$ cat src/rtl/rng_req_arbiter_if.sv
// rng_req_arbiter_if: control, datapath and requester signals of the RNG sequencer/arbiter
interface rng_req_arbiter_if #(parameter int NUM_REQ = 4);
  logic               start_i;
  logic               reseed_i;
  logic [127:0]       seed_i;
  logic               rng_load_o;
  logic [127:0]       rng_seed_o;
  logic [63:0]        rng_num_i;
  logic               rng_num_valid_i;
  logic [NUM_REQ-1:0] req_i;
  logic [NUM_REQ-1:0] gnt_o;
  logic [63:0]        rand_o;
  logic [4:0]         fifo_cnt_o;
  logic [1:0]         state_o;
  logic               health_err_o;
  modport slave (
    input  start_i, reseed_i, seed_i, rng_num_i, rng_num_valid_i, req_i,
    output rng_load_o, rng_seed_o, gnt_o, rand_o, fifo_cnt_o, state_o, health_err_o
  );
  modport master (
    output start_i, reseed_i, seed_i, rng_num_i, rng_num_valid_i, req_i,
    input  rng_load_o, rng_seed_o, gnt_o, rand_o, fifo_cnt_o, state_o, health_err_o
  );
endinterface

$ cat src/rtl/rng_req_arbiter.sv
// rng_req_arbiter: RNG seed/warm-up sequencer, word FIFO and round-robin distributor.
// Optional RNG_REPETITION_TEST_EN adds a consecutive-repeat health test.
module rng_req_arbiter #(
  parameter int NUM_REQ         = 4,
  parameter int FIFO_DEPTH      = 4,
  parameter int WARMUP_WORDS    = 8,
  parameter int RESEED_INTERVAL = 1024
) (
  input logic clk,
  input logic rst,
  rng_req_arbiter_if.slave bus
);
  typedef enum logic [1:0] {IDLE, LOAD, WARMUP, RUN} state_t;
  localparam int PW = $clog2(NUM_REQ);
  localparam int AW = $clog2(FIFO_DEPTH);
  localparam int DW = $clog2(RESEED_INTERVAL + 2);
  state_t             state_q, state_d;
  logic [127:0]       seed_q, seed_d;
  logic               pend_q, pend_d;
  logic [7:0]         warm_q, warm_d;
  logic [DW-1:0]      dcnt_q, dcnt_d;
  logic [63:0]        mem [FIFO_DEPTH];
  logic [AW-1:0]      rd_q, wr_q;
  logic [4:0]         cnt_q;
  logic [PW-1:0]      ptr_q, win;
  logic [NUM_REQ-1:0] gnt_q, ereq;
  logic [63:0]        rand_q;
  logic               found, trig, rep, push, pop, flush, full;
  // last cycle's winner is masked so a req held one cycle too long is not served twice
  assign ereq  = bus.req_i & ~gnt_q;
  assign full  = cnt_q == 5'(FIFO_DEPTH);
  assign trig  = state_q == RUN && (bus.reseed_i || rep ||
                 (RESEED_INTERVAL != 0 && dcnt_q == DW'(RESEED_INTERVAL)));
  assign pop   = state_q == RUN && !trig && found && cnt_q != 5'd0;
  assign push  = state_q == RUN && bus.rng_num_valid_i && !rep && (!full || pop);
  assign flush = state_d == LOAD;
  always_comb begin
    int j;
    j = 0;
    found = 1'b0;
    win = '0;
    for (int k = 0; k < NUM_REQ; k++) begin
      j = int'(ptr_q) + k;
      if (j >= NUM_REQ) j = j - NUM_REQ;
      if (!found && ereq[PW'(j)]) begin
        found = 1'b1;
        win = PW'(j);
      end
    end
  end
  always_comb begin
    state_d = state_q;
    seed_d  = seed_q;
    pend_d  = pend_q;
    warm_d  = warm_q;
    dcnt_d  = pop ? dcnt_q + 1'b1 : dcnt_q;
    case (state_q)
      IDLE: if (bus.start_i) begin
        seed_d  = bus.seed_i;
        state_d = LOAD;
      end
      LOAD: begin
        state_d = WARMUP;
        warm_d  = '0;
        dcnt_d  = '0;
        pend_d  = bus.reseed_i;
        seed_d  = bus.reseed_i ? bus.seed_i : seed_q;
      end
      WARMUP: begin
        pend_d = pend_q | bus.reseed_i;
        seed_d = bus.reseed_i ? bus.seed_i : seed_q;
        if (bus.rng_num_valid_i) begin
          warm_d = warm_q + 1'b1;
          if (warm_q == 8'(WARMUP_WORDS - 1)) state_d = (pend_q || bus.reseed_i) ? LOAD : RUN;
        end
      end
      RUN: if (trig) begin
        state_d = LOAD;
        seed_d  = bus.reseed_i ? bus.seed_i : seed_q;
      end
      default: state_d = IDLE;
    endcase
  end
  always_ff @(posedge clk or posedge rst) begin
    if (rst) begin
      state_q <= IDLE;
      seed_q  <= '0;
      pend_q  <= 1'b0;
      warm_q  <= '0;
      dcnt_q  <= '0;
      rd_q    <= '0;
      wr_q    <= '0;
      cnt_q   <= '0;
      ptr_q   <= '0;
      gnt_q   <= '0;
      rand_q  <= '0;
    end else begin
      state_q <= state_d;
      seed_q  <= seed_d;
      pend_q  <= pend_d;
      warm_q  <= warm_d;
      dcnt_q  <= dcnt_d;
      gnt_q   <= pop ? NUM_REQ'(1) << win : '0;
      rand_q  <= pop ? mem[rd_q] : '0;
      if (flush) begin
        rd_q  <= '0;
        wr_q  <= '0;
        cnt_q <= '0;
      end else begin
        rd_q  <= rd_q + AW'(pop);
        wr_q  <= wr_q + AW'(push);
        cnt_q <= cnt_q + 5'(push) - 5'(pop);
      end
      if (pop) ptr_q <= (win == PW'(NUM_REQ - 1)) ? '0 : win + 1'b1;
    end
  end
  // when full with a pop, the head is read before this write lands on the same slot
  always_ff @(posedge clk) begin
    if (push) mem[wr_q] <= bus.rng_num_i;
  end
`ifdef RNG_REPETITION_TEST_EN
  logic [63:0] prev_q;
  logic        prev_v_q, herr_q;
  assign rep = state_q == RUN && bus.rng_num_valid_i && prev_v_q && bus.rng_num_i == prev_q;
  always_ff @(posedge clk or posedge rst) begin
    if (rst) begin
      prev_q   <= '0;
      prev_v_q <= 1'b0;
      herr_q   <= 1'b0;
    end else begin
      if (flush) prev_v_q <= 1'b0;
      else if (state_q == RUN && bus.rng_num_valid_i) begin
        prev_q   <= bus.rng_num_i;
        prev_v_q <= 1'b1;
      end
      if (rep) herr_q <= 1'b1;
    end
  end
  assign bus.health_err_o = herr_q;
`else
  assign rep = 1'b0;
  assign bus.health_err_o = 1'b0;
`endif
  assign bus.rng_load_o = state_q == LOAD;
  assign bus.rng_seed_o = seed_q;
  assign bus.gnt_o      = gnt_q;
  assign bus.rand_o     = rand_q;
  assign bus.fifo_cnt_o = cnt_q;
  assign bus.state_o    = state_q;
endmodule

$ cat src/flat_wrapper.sv
// flat-port wrapper written by rule: the top's interface ports become plain ports
module rng_req_arbiter_flat 
#(
  parameter int NUM_REQ         = 4,
  parameter int FIFO_DEPTH      = 4,
  parameter int WARMUP_WORDS    = 8,
  parameter int RESEED_INTERVAL = 1024
)
  (clk, rst, bus_start_i, bus_reseed_i, bus_seed_i, bus_rng_num_i, bus_rng_num_valid_i, bus_req_i, bus_rng_load_o, bus_rng_seed_o, bus_gnt_o, bus_rand_o, bus_fifo_cnt_o, bus_state_o, bus_health_err_o);
  rng_req_arbiter_if #(.NUM_REQ(NUM_REQ)) bus_i ();
  input logic clk;
  input logic rst;
  input wire logic [$bits(bus_i.start_i)-1:0] bus_start_i;
  input wire logic [$bits(bus_i.reseed_i)-1:0] bus_reseed_i;
  input wire logic [$bits(bus_i.seed_i)-1:0] bus_seed_i;
  input wire logic [$bits(bus_i.rng_num_i)-1:0] bus_rng_num_i;
  input wire logic [$bits(bus_i.rng_num_valid_i)-1:0] bus_rng_num_valid_i;
  input wire logic [$bits(bus_i.req_i)-1:0] bus_req_i;
  output wire logic [$bits(bus_i.rng_load_o)-1:0] bus_rng_load_o;
  output wire logic [$bits(bus_i.rng_seed_o)-1:0] bus_rng_seed_o;
  output wire logic [$bits(bus_i.gnt_o)-1:0] bus_gnt_o;
  output wire logic [$bits(bus_i.rand_o)-1:0] bus_rand_o;
  output wire logic [$bits(bus_i.fifo_cnt_o)-1:0] bus_fifo_cnt_o;
  output wire logic [$bits(bus_i.state_o)-1:0] bus_state_o;
  output wire logic [$bits(bus_i.health_err_o)-1:0] bus_health_err_o;
  assign bus_i.start_i = bus_start_i;
  assign bus_i.reseed_i = bus_reseed_i;
  assign bus_i.seed_i = bus_seed_i;
  assign bus_i.rng_num_i = bus_rng_num_i;
  assign bus_i.rng_num_valid_i = bus_rng_num_valid_i;
  assign bus_i.req_i = bus_req_i;
  assign bus_rng_load_o = bus_i.rng_load_o;
  assign bus_rng_seed_o = bus_i.rng_seed_o;
  assign bus_gnt_o = bus_i.gnt_o;
  assign bus_rand_o = bus_i.rand_o;
  assign bus_fifo_cnt_o = bus_i.fifo_cnt_o;
  assign bus_state_o = bus_i.state_o;
  assign bus_health_err_o = bus_i.health_err_o;
  rng_req_arbiter #(.NUM_REQ(NUM_REQ), .FIFO_DEPTH(FIFO_DEPTH), .WARMUP_WORDS(WARMUP_WORDS), .RESEED_INTERVAL(RESEED_INTERVAL)) u_core (.clk(clk), .rst(rst), .bus(bus_i));
endmodule
$ cat config.mk
export PLATFORM = sky130hd
export DESIGN_NAME = rng_req_arbiter_flat
export DESIGN_NICKNAME = d
export VERILOG_FILES = /design/src/rtl/rng_req_arbiter_if.sv /design/src/rtl/rng_req_arbiter.sv /design/src/flat_wrapper.sv
export SDC_FILE = /design/constraint.sdc
export NUM_CORES = 1
export LEC_CHECK = 0
export ABC_CLOCK_PERIOD_IN_PS = 10060
export CORE_MARGIN = 5
export CORE_UTILIZATION = 51
export DETAILED_ROUTE_END_ITERATION = 8
export PLACE_DENSITY_LB_ADDON = 0.08
export SLEW_MARGIN = 5
export SYNTH_ARGS = -nofsm -noshare
export SYNTH_HDL_FRONTEND = slang
export SYNTH_SLANG_ARGS = --single-unit
$ cat constraint.sdc
create_clock -name clk -period 10.06 [get_ports clk]
set_input_delay 1.006 -clock clk [delete_from_list [all_inputs] [get_ports clk]]
set_output_delay 1.006 -clock clk [all_outputs]
set_load 0.03 [all_outputs]
## Word level (Yosys, flattened, before mapping)

Memories as Yosys holds them, arrays and structs flattened.
Cells that the tools add are included.

| word-level totals | value |
|---|---|
| register bits after elaboration | 229 |
| RAM bits | 256 |
| logic and storage cells | 120 |
| memories kept | 1 |

Memory list:

| name | depth | width | read ports | clocked after memory_dff | wr ports | line | RTL |
|---|---|---|---|---|---|---|---|
| u_core.mem | 4 | 64 | 1 | 0 | 1 | rng_req_arbiter.sv:22 | `logic [63:0] mem [FIFO_DEPTH];` |

| cells by class | value |
|---|---|
| add/sub/neg operators | 14 |
| order comparisons | 8 |
| equal/unequal tests | 11 |
| shift operators | 1 |
| muxes and demuxes | 47 |
| bitwise gates (word level) | 3 |
| reductions and logical operators | 24 |

Operator list:

| kind | number |
|---|---|
| $mux 128 | 3 |
| $pmux 128 s3 | 1 |
| $mux 64 | 1 |
| $mux 2 | 16 |
| $mux 11 | 2 |
| $lt 2x4->1 const B | 4 |
| $pmux 8 s2 | 1 |
| $mux 1 | 14 |
| $add 11x1->11 const B | 1 |
| $eq 11x11->1 const B | 1 |
| $ge 3x3->1 const B | 3 |
| $logic_and 1x1->1 | 9 |
| $add 8x1->8 const B | 1 |
| $bmux 1 s2 | 4 |
| $eq 8x3->1 const B | 1 |
| $mux 8 | 1 |
| $pmux 2 s4 | 1 |
| $sub 2x1->2 const B | 4 |
| $add 2x2->3 const B | 2 |
| $eq 2x2->1 const B | 3 |
| $add 5x1->5 | 1 |
| $eq 5x3->1 const B | 1 |
| $logic_not 1->1 | 5 |
| $mux 5 | 1 |
| 20 further kinds | 27 |

## Logic depth before layout (Yosys ltp)

Gate-level depths: netlist of the first run.

| logic depth | value |
|---|---|
| word-level depth | 22 |
| mapped depth | 14 |
| depth with buffers taken out | 13 |

## Worst setup path before layout of the first run

OpenSTA, ideal clock, no wires.

| timing | value |
|---|---|
| kind | input port to flip-flop |
| start | input port bus_req_i[2] |
| end | memory u_core.mem[1][0], enable pin |
| setup time | 0.666 ns |
| data arrival time | 8.317 ns |
| required time | 9.394 ns |
| path slack | 1.076 ns |
| stages on the path | 4 |
| cells stage by stage | nand2b_1 > a41oi_2 > a21oi_1 > nor4b_1 |

| on the way | value |
|---|---|
| cells in the longest elaborated chain, start to end | 20 |
| elaborated cells on any way between the ends | 29 |
| classes of those cells | mux: 18; bitwise: 1; reduce/logical: 10 |

RTL lines:

| what | line | RTL |
|---|---|---|
| start: declaration | flat_wrapper.sv:18 | `input wire logic [$bits(bus_i.req_i)-1:0] bus_req_i;` |
| $and 4x4->4 * | rng_req_arbiter.sv:30 | `assign ereq = bus.req_i & ~gnt_q;` |
| $bmux 1 s2 | rng_req_arbiter.sv:45 | `if (!found && ereq[PW'(j)]) begin` |
| $mux 1 (implied by the code) (2 in a row) | rng_req_arbiter.sv:45 |  |
| $mux 1 | rng_req_arbiter.sv:45 |  |
| $logic_not 1->1 | rng_req_arbiter.sv:45 |  |
| $logic_and 1x1->1 | rng_req_arbiter.sv:45 |  |
| $mux 1 | rng_req_arbiter.sv:45 |  |
| $logic_not 1->1 | rng_req_arbiter.sv:45 |  |
| [... 2 more ...] | -- |  |
| $logic_not 1->1 | rng_req_arbiter.sv:45 |  |
| $logic_and 1x1->1 | rng_req_arbiter.sv:45 |  |
| $mux 1 * | rng_req_arbiter.sv:45 |  |
| $logic_and 1x1->1 * (2 in a row) | rng_req_arbiter.sv:34 | `assign pop = state_q == RUN && !trig && found && cnt_q != 5'd0;` |
| $logic_or 1x1->1 * | rng_req_arbiter.sv:35 | `assign push = state_q == RUN && bus.rng_num_valid_i && !rep && (!full \|\| pop);` |
| $logic_and 1x1->1 * | rng_req_arbiter.sv:35 |  |
| $mux 1 * | rng_req_arbiter.sv:119 | `if (push) mem[wr_q] <= bus.rng_num_i;` |
| $mux 1 (implied by the code) * | rng_req_arbiter.sv:119 |  |
| end: declaration | rng_req_arbiter.sv:22 |  |

Mark *: on every way between the ends. The rest lies on a longest branch, timed or not. The select of a mux whose other input is x is not followed.

## Worst setup path in the final report of the first run

| timing | value |
|---|---|
| start | input port bus_req_i[0] |
| end | memory u_core.mem[0][49], enable pin |

The elaborated chain is that of the path after synthesis.

==> results of run 1 <==
## metrics by stage
stage               setup WS, ns  instances  utilization, %  area, um2
finish                     5.531       1917           67.80      24820
floorplan                  1.076        988               -      18890
global route               5.274       1916           67.79      24820
global placement           5.008       1822           63.52      23250
detailed placement         4.878       1822           63.52      23250
CTS                        5.501       1912           67.76      24810
## worst max-delay path: stages
cell	delay (ns)
clkdlybuf4s50_1	0.46
nand2b_1	0.17
a41oi_4	0.24
buf_4	0.63
a21oi_1	0.35
nor4_2	0.99
buf_4	0.79
## synthesized netlist by cell type (all sizes together), types with 2 or more instances
| library cell | count | area [um2] |
|---|---|---|
| nor4b | 5 | 56.31 |
| nand4 | 6 | 37.54 |
| edfxtp | 256 | 7687 |
| mux2 | 131 | 1851 |
| mux4 | 64 | 1441 |
| nor2b | 4 | 25.02 |
| buf | 26 | 322.8 |
| a21boi | 3 | 22.52 |
| a22o | 2 | 17.52 |
| xor2 | 2 | 17.52 |
| nor2 | 11 | 48.80 |
| dfrtp | 229 | 5731 |
| nor3 | 6 | 30.03 |
| clkbuf | 24 | 90.09 |
| or4 | 6 | 45.04 |
| and2 | 2 | 12.51 |
| o22ai | 2 | 12.51 |
| a21oi | 19 | 95.09 |
| o221a | 2 | 22.52 |
| o31ai | 6 | 45.04 |
| xnor2 | 4 | 35.03 |
| ha | 19 | 237.7 |
| a41oi | 2 | 32.53 |
| nor4 | 3 | 25.02 |
| inv | 16 | 60.06 |
| and3 | 71 | 444.2 |
| mux2i | 4 | 40.04 |
| nand3 | 10 | 50.05 |
| a21o | 2 | 15.01 |
| nand2b | 8 | 50.05 |
| a41o | 2 | 21.27 |
| or3 | 2 | 12.51 |
| and4 | 2 | 17.52 |
| o21ai | 11 | 55.05 |
| nand2 | 13 | 48.80 |
## cell type report
type / count / share of cell area, %
inverters: 16 / 0.2722
repair buffers: 416 / 16.66
flip-flops and latches: 485 / 54.09
well taps: 468 / 2.359
multi-input cells: 437 / 20.31
diodes: 5 / 0.05041
clock buffers: 76 / 5.802
clock inverters: 14 / 0.4587
## flip-flops by register name, indices dropped and copies added, names as in the netlist, 4 cells and up
name / cells
u_core.warm_q: 8
u_core.bus.gnt_o: 4
u_core.mem: 256
u_core.dcnt_q: 11
u_core.bus.rng_seed_o: 128
u_core.bus.fifo_cnt_o: 5
u_core.bus.rand_o: 64
## final timing paths
| check | startpoint | to | slack [ns] | cells past startpoint |
|---|---|---|---|---|
| max | bus_req_i[0] | u_core.mem[0][49] | 5.53 | 7 |
| min | u_core.bus.rng_seed_o[51] | u_core.bus.rng_seed_o[51] | 0.48 | 1 |
| max reg2reg | u_core.bus.fifo_cnt_o[2] | u_core.mem[0][49] | 5.74 | 9 |
| min reg2reg | u_core.bus.rng_seed_o[51] | u_core.bus.rng_seed_o[51] | 0.48 | 1 |
| max in group asynchronous | rst | u_core.bus.rng_seed_o[0] | 7.69 | 3 |
| min in group asynchronous | rst | u_core.bus.rng_seed_o[104] | 1.00 | 2 |
## where the power goes
part	total [mW]	internal, mW	switching (mW)
clock network	1.74	1.01	0.728
logic	2.57	1.22	1.36
registers	2.72	2.47	0.249
## routing by layer
layer | track usage (%) | routed length [um]
met5 | 0 | 46
met1 | 27.29 | 18010
met4 | 6.280 | 911
met2 | 35.81 | 22560
met3 | 6.546 | 3306
## cells by family after synthesis
kind of cell | Yosys count | share of synthesized area, %
DFF | 485 | 71.05
muxes | 199 | 17.64
and+or+nand+nor | 151 | 4.889
buffers and inverters | 66 | 2.504
AOI/OAI and AO/OA | 60 | 2.253
adders and majority gates | 20 | 1.365
xor gates and xnor gates | 6 | 0.2783
other | 1 | 0.01986
==> results.json, run 1 <==
{
  "die-area_um2": 40980,
  "final_nets": 1627,
  "yosysSeqAreaShare_pct": 71.05,
  "synth_nets": 1209,
  "core_area_um2": 36610,
  "synth-async-reset-ratio_pct": 47.22,
  "max_freq_mhz": 220.8,
  "mostFrequentLayoutCells": "clkdlybuf4s50_1, edfxtp_1, dfrtp_1",
  "mostFrequentLayoutCell": "clkdlybuf4s50_1",
  "grt_pass1_vias": 10929,
  "drc": 0,
  "fin_setup_tns_ns": 0,
  "setup_violations": 0,
  "drv_slew": 0,
  "layout.area.seq_um2": 13430,
  "grt-ovfl-total": 0,
  "tightestPinTransition_ns": 1.135,
  "cp.arrival_ns": 4.72,
  "via_per_inst": 5.420,
  "antenna_found_initial": 8,
  "cts_hold_buf": 0,
  "hold_viol": 0,
  "gp_congestion": 0.7644,
  "critPathMaxFanout": 73,
  "hold_slack_ns": 0.4836,
  "ys.flop_type": "edfxtp_1",
  "critPathKind": "in -> reg",
  "area_growth_pct": 31.42,
  "ir_worst_vdd_mv": 0.1977,
  "cts.sinks": 485,
  "grt_max_degree": 114,
  "cts_tree": "built",
  "design_power_total_mw": 7.031,
  "cts-htree-levels": 2,
  "routed_wl_um": 44830,
  "start_kind": "input port",
  "path_clk_slew_ns": 0.06,
  "syn-instance-count": 988,
  "finalCritPeriodShare_pct": 45.02,
  "die_w_um": 202.4,
  "row_count": 70,
  "synthesis.area_um2": 18890,
  "fin_crit_ns": 4.529,
  "ys_types": 57,
  "cts.repair.resized": 0,
  "multiInputGateArea_um2": 5041,
  "initial_core_util_pct": 51.59,
  "clock_latency_ns": 0.57,
  "fin_skew_ns": 0.01548,
  "ant_nets": 0,
  "wl_per_cell_um": 23.39,
  "root_buffer": "clkbuf_16",
  "p_per_area_nw_per_um2": 283.3,
  "cts_made_buffers": 50,
  "die_h_um": 202.4,
  "drive_above_1_share_pct": 19.67,
  "status": "completed",
  "routed-via-count": 10391,
  "hp-class": "reg -> reg",
  "cp-end-kind": "register",
  "post_cts_buffers": 0,
  "yosysWarnings": 0,
  "slew_headroom_pct": 23.74,
  "grt_usage_pct": 21.40,
  "max-cap-violations": 0,
  "drt-initial-drc-count": 589,
  "dp.final_hpwl_um": 29270,
  "firstDrtPassIters": 4,
  "ys_seq_elements": 485,
  "grt_pass1_wl_um": 67640,
  "numPortBuffers": 404,
  "grt_setup_unrepaired": "no",
  "p_leak_nw": 9.768,
  "cts_buffer_depth": 3,
  "ios": 406,
  "synth_edf_count": 256,
  "num-fill-cells": 2539,
  "avgSynthCellArea_um2": 19.11,
  "critPathRequiredTime_ns": 10.25
}
No activity file was read; power rests on OpenSTA's default activity.
==> inputs of run 2 (changes only) <==
--- a/config.mk
+++ b/config.mk
@@ -5,9 +5,9 @@
 export SDC_FILE = /design/constraint.sdc
 export NUM_CORES = 1
 export LEC_CHECK = 0
-export ABC_CLOCK_PERIOD_IN_PS = 10060
+export ABC_CLOCK_PERIOD_IN_PS = 3900
 export CORE_MARGIN = 5
-export CORE_UTILIZATION = 51
+export CORE_UTILIZATION = 46
 export DETAILED_ROUTE_END_ITERATION = 8
 export PLACE_DENSITY_LB_ADDON = 0.08
 export SLEW_MARGIN = 5
==> constraint.sdc (replaced) <==
create_clock -name clk -period 3.9 [get_ports clk]
set_input_delay 0.39 -clock clk [delete_from_list [all_inputs] [get_ports clk]]
set_output_delay 0.39 -clock clk [all_outputs]
set_load 0.03 [all_outputs]
==> results.json, run 2 (same netlist as run 1, synthesis figures left out) <==
{
  "status": "completed",
  "setup_violations": 0,
  "cts_made_buffers": 52,
  "pwr-share-comb_pct": 36.1,
  "use_met2_pct": 32.13,
  "mostFrequentLayoutCell": "clkdlybuf4s50_1",
  "path_buf_inv": 2,
  "finalCritPeriodShare_pct": 77.11,
  "sw_frac_of_total_pct": 32.94,
  "grt-ovfl-total": 0,
  "path_clk_slew_ns": 0.06,
  "cts.sinks": 485,
  "cp.depth": 3,
  "p_int_mw": 12.65,
  "cts_buffer_depth": 3,
  "tightestPinTransition_ns": 0.7564,
  "regMostFlops": "u_core.mem",
  "routed-via-count": 10368,
  "busiest_layer": "met2",
  "critPathMaxFanout": 18,
  "clock_latency_ns": 0.59,
  "die_w_um": 212.6,
  "max_freq_mhz": 332.5,
  "drc": 0,
  "critPathKind": "reg -> out",
  "critPathSlowestCell": "clkdlybuf4s50_1",
  "area_growth_pct": 34.34,
  "cp.arrival_ns": 2.62,
  "grt_max_degree": 71,
  "root_buffer": "clkbuf_16",
  "hp-class": "in -> async",
  "grt_pass1_vias": 10935,
  "p_per_area_nw_per_um2": 743.4,
  "largest_reg_flops": 256,
  "cts_tree": "built",
  "numPortBuffers": 404,
  "p_switching_mw": 6.213,
  "drv_slew": 0,
  "drt-initial-drc-count": 616,
  "rrSetupSlack_ns": 0.90,
  "mostFrequentLayoutCells": "clkdlybuf4s50_1, edfxtp_1, dfrtp_1",
  "grtUsageMet1_pct": 26.44,
  "die_h_um": 212.6,
  "num-fill-cells": 3017,
  "path_delay_family": "buffers and inverters",
  "crit_path_cell_trace": "inv_1 > ha_1 > clkdlybuf4s50_1",
  "p_leak_nw": 9.957,
  "max_stage_delay_ns": 0.84,
  "worst_r2r_path_depth": 11,
  "hold_viol": 0,
  "grt_usage_pct": 19.89,
  "ir_worst_vdd_mv": 0.3795,
  "ant_nets": 0,
  "layout.area.seq_um2": 13430,
  "r2r-end": "u_core.bus.fifo_cnt_o[4]",
  "post_cts_buffers": 0,
  "critPathRequiredTime_ns": 3.51,
  "ios": 406,
  "fin_crit_ns": 3.007,
  "cts.repair.resized": 0,
  "dp.final_hpwl_um": 30210,
  "grt_pass1_wl_um": 68430,
  "antenna_found_initial": 4,
  "place_inst": 1895,
  "max-cap-violations": 0,
  "cts-htree-levels": 2,
  "drive_above_1_share_pct": 21.22,
  "fin_skew_ns": 0.02850,
  "start_kind": "register",
  "core_area_um2": 40740,
  "r2r_start": "u_core.dcnt_q[0]",
  "die-area_um2": 45210,
  "design_power_total_mw": 18.86,
  "multiInputGateArea_um2": 5100,
  "gp_congestion": 0.8214,
  "cp-end-kind": "primary output",
  "p_clk_share_pct": 26.9,
  "wl_per_cell_um": 22.98,
  "slew_headroom_pct": 49.47,
  "use_met3_pct": 6.020,
  "routed_wl_um": 45830,
  "final_cells": 1994,
  "seq_power_share_pct": 37.0,
  "cts_hold_buf": 0,
  "grt_setup_unrepaired": "no",
  "via_per_inst": 5.200,
  "final_nets": 1638,
  "row_count": 74,
  "initial_core_util_pct": 46.36,
  "firstDrtPassIters": 6
}
[run 2: how the worst max path moves through the flow]
stage | start | end | slack (ns)
finish | u_core.bus.state_o[1] | bus_rng_load_o | 0.89
floorplan | u_core.bus.fifo_cnt_o[2] | u_core.mem[2][0] | -1.48
CTS | u_core.bus.state_o[1] | bus_rng_load_o | 0.83
global placement | bus_req_i[0] | u_core.bus.fifo_cnt_o[4] | 0.88
detailed placement | bus_req_i[0] | u_core.bus.fifo_cnt_o[4] | 0.79
global route | u_core.dcnt_q[0] | u_core.bus.fifo_cnt_o[4] | 0.68
[run 2: power by group through the flow]
| stage | clock [mW] | combinational (mW) | sequential [mW] |
|---|---|---|---|
| 2_1_floorplan | 0 | 2.89 | 8.49 |
| 3_5_place_dp | 0 | 6.86 | 7.09 |
| 3_3_place_gp | 0 | 6.85 | 7.05 |
| 5_1_grt | 5.44 | 7.17 | 7.11 |
| 6_report | 5.08 | 6.80 | 6.98 |
| 4_1_cts | 5.22 | 6.89 | 7.00 |
[run 2: area by class of cell]
type	instances	area share (%)
Clock inverter	29	1.405
Tap cell	532	2.624
Sequential cell	485	52.92
Multi-Input combinational cell	437	20.10
Antenna cell	1	0.009863
Timing Repair Buffer	425	17.10
Clock buffer	69	5.582
Inverter	16	0.2515
[run 2: layer usage]
metal  wire length, um  part of all wire (%)
met5                40                 0.087
met4              1108                   2.4
met3              3698                   8.1
met2             22010                    48
met1             18970                    41
[run 2: metrics by stage]
stage                     instance area (um2)  worst slack (ns)  hold WS, ns  utilization, %  TNS [ns]
after floorplan                         18960            -1.482       0.4665               -   -213.61
after global placement                  23600            0.8782       0.4681           57.92         0
after detailed placement                23600            0.7877       0.4790           57.92         0
after CTS                               25370            0.8349       0.2672           62.27         0
after global routing                    25370            0.6804       0.3244           62.28         0
final                                   25370            0.8927       0.2833           62.28         0
==> inputs of run 3 (changes only) <==
--- a/config.mk
+++ b/config.mk
@@ -5,9 +5,9 @@
 export SDC_FILE = /design/constraint.sdc
 export NUM_CORES = 1
 export LEC_CHECK = 0
-export ABC_CLOCK_PERIOD_IN_PS = 3900
+export ABC_CLOCK_PERIOD_IN_PS = 2800
 export CORE_MARGIN = 5
-export CORE_UTILIZATION = 46
+export CORE_UTILIZATION = 51
 export DETAILED_ROUTE_END_ITERATION = 8
 export PLACE_DENSITY_LB_ADDON = 0.08
 export SLEW_MARGIN = 5
==> constraint.sdc (replaced) <==
create_clock -name clk -period 2.8 [get_ports clk]
set_input_delay 0.28 -clock clk [delete_from_list [all_inputs] [get_ports clk]]
set_output_delay 0.28 -clock clk [all_outputs]
set_load 0.03 [all_outputs]
==> results.json, run 3 (same netlist as run 1, synthesis figures left out) <==
{
  "status": "completed",
  "fin_skew_ns": 0.02231,
  "cp.depth": 13,
  "routed_wl_um": 44990,
  "row_count": 70,
  "die-area_um2": 40980,
  "max-cap-violations": 0,
  "setup_violations": 0,
  "drc": 0,
  "post_cts_buffers": 0,
  "seq_power_share_pct": 36.8,
  "tightestPinTransition_ns": 0.6719,
  "place_inst": 1851,
  "path_buf_inv": 2,
  "p_per_area_nw_per_um2": 1032,
  "cts_tree": "built",
  "mostFrequentLayoutCell": "clkdlybuf4s50_1",
  "crit_path_cell_trace": "inv_1 > ha_1 > nor4b_4 > a41oi_4 > nand2_2 > xnor2_1 > ha_2 > inv_1 > fa_2 > nand2b_1 > a21oi_2 > o21ai_0 > a22oi_1",
  "firstDrtPassIters": 5,
  "hold_viol": 0,
  "worst_r2r_path_depth": 13,
  "cts.sinks": 485,
  "drv_slew": 0,
  "grt_setup_unrepaired": "no",
  "grt-ovfl-total": 0,
  "path_delay_family": "adder cells",
  "p_int_mw": 17.80,
  "critPathSlowestCell": "dfrtp_1",
  "fin_crit_ns": 2.584,
  "final_nets": 1656,
  "mostFrequentLayoutCells": "clkdlybuf4s50_1, edfxtp_1, dfrtp_1",
  "antenna_found_initial": 6,
  "cts-htree-levels": 2,
  "final_cell_area_um2": 25540,
  "max_freq_mhz": 386.9,
  "drt-initial-drc-count": 682,
  "hp-class": "in -> async",
  "root_buffer": "clkbuf_16",
  "design_power_total_mw": 26.35,
  "gp_congestion": 0.8083,
  "pwr-share-comb_pct": 36.8,
  "start_kind": "register",
  "dpl_cell_area_um2": 23760,
  "dp.final_hpwl_um": 30400,
  "cp-end-kind": "register",
  "die_h_um": 202.4,
  "grt_usage_pct": 21.75,
  "path_clk_slew_ns": 0.06,
  "ios": 406,
  "critPathKind": "reg -> reg",
  "cts_buffer_depth": 3,
  "p_leak_nw": 10.09,
  "core_area_um2": 36610,
  "largest_reg_flops": 256,
  "crit_top_cell": "inv_1",
  "ant_nets": 0,
  "via_per_inst": 5.359,
  "cts_made_buffers": 50,
  "initial_core_util_pct": 51.59,
  "wl_per_cell_um": 23.09,
  "p_clk_share_pct": 26.4,
  "drive_above_1_share_pct": 23.10,
  "clock_latency_ns": 0.57,
  "dpl_worst_slack_ns": 0.03449,
  "area_growth_pct": 35.23,
  "critPathMaxFanout": 4,
  "routed-via-count": 10440,
  "critPathRequiredTime_ns": 3.29,
  "p_switching_mw": 8.552,
  "fin_ws_ns": 0.2156,
  "grt_max_degree": 105,
  "sw_frac_of_total_pct": 32.45,
  "die_w_um": 202.4,
  "numPortBuffers": 404,
  "ir_worst_vdd_mv": 0.6037,
  "slew_headroom_pct": 55.21,
  "num-fill-cells": 2434,
  "max_stage_delay_ns": 0.38,
  "grt_pass1_wl_um": 68580,
  "cp.arrival_ns": 3.07,
  "grt_pass1_vias": 10994,
  "final_cells": 1948,
  "regMostFlops": "u_core.mem",
  "finalCritPeriodShare_pct": 92.30
}
[run 3: cell count changes in the layout (fill, tap and decap cells not counted), moves of 3 or more]
cell / before / now
buf_4: 10 / 23
buf_12: 11 / 18
clkinv_1: 7 / 0
clkbuf_8: 3 / 7
clkinv_2: 9 / 13
diode_2: 1 / 4
ha_1: 19 / 16
ha_2: 0 / 3
[run 3: path summary, 6_finish.rpt]
path                                                start  slack [ns]                         to
worst max-delay path                     u_core.dcnt_q[0]        0.22   u_core.bus.fifo_cnt_o[4]
worst min-delay path                                  rst        0.24      u_core.bus.rand_o[61]
worst max register to register           u_core.dcnt_q[0]        0.22   u_core.bus.fifo_cnt_o[4]
worst min register to register  u_core.bus.rng_seed_o[55]        0.48  u_core.bus.rng_seed_o[55]
max in group asynchronous                             rst        1.99      u_core.bus.state_o[0]
min in group clk                           bus_seed_i[63]        0.31  u_core.bus.rng_seed_o[63]
[run 3: layer usage]
layer  track usage [%]  wire [um]  vias to the layer above
met5                 0         47                        -
met4             5.989        969                        6
met3             5.952       3205                       63
met2             35.35      21950                      336
met1             29.36      18820                     5334
li1                  -          -                     4701
[run 3: power groups by stage]
stage                     registers (mW)  logic, mW  clock network (mW)
after floorplan                     11.8       4.04                   0
after global placement              9.78       9.70                   0
after detailed placement            9.85       9.73                   0
after CTS                           9.73       9.77                7.11
after global routing                9.88       10.2                7.42
final                               9.71       9.70                6.95
[run 3: area by class of cell]
| type | instances | area [um2] | share of cell area (%) |
|---|---|---|---|
| clock inverters | 24 | 331.6 | 1.298 |
| flip-flops and latches | 485 | 13430 | 52.59 |
| multi-input cells | 437 | 5127 | 20.08 |
| well taps | 468 | 585.6 | 2.293 |
| diodes | 4 | 10.01 | 0.03919 |
| clock buffers | 69 | 1414 | 5.536 |
| inverters | 16 | 63.81 | 0.2499 |
| repair buffers | 445 | 4577 | 17.92 |
[run 3: metrics by stage]
stage                     TNS (ns)  util [%]  hold slack (ns)
after global routing             0     69.74           0.2739
after detailed placement         0     64.90           0.4746
after floorplan            -345.88         -           0.3789
after global placement           0     64.90           0.4676
after CTS                        0     69.67           0.2309
final                            0     69.76           0.2396
[run 3: what timing repair did]
item / in CTS / in global routing
endpoints found under the hold margin: 0 / 0
hold buffers: 0 / 0
endpoints found under the setup margin: 0 / 2
resized for setup: 0 / 7
[run 3: worst reg2reg max path: stages, from the launching register on]
cell	delay (ns)
dfrtp_1	0.38
inv_1	0.07
ha_1	0.17
nor4b_4	0.27
a41oi_4	0.19
nand2_2	0.13
xnor2_1	0.13
ha_2	0.20
inv_1	0.05
fa_2	0.34
nand2b_1	0.16
a21oi_2	0.15
o21ai_0	0.09
a22oi_1	0.17
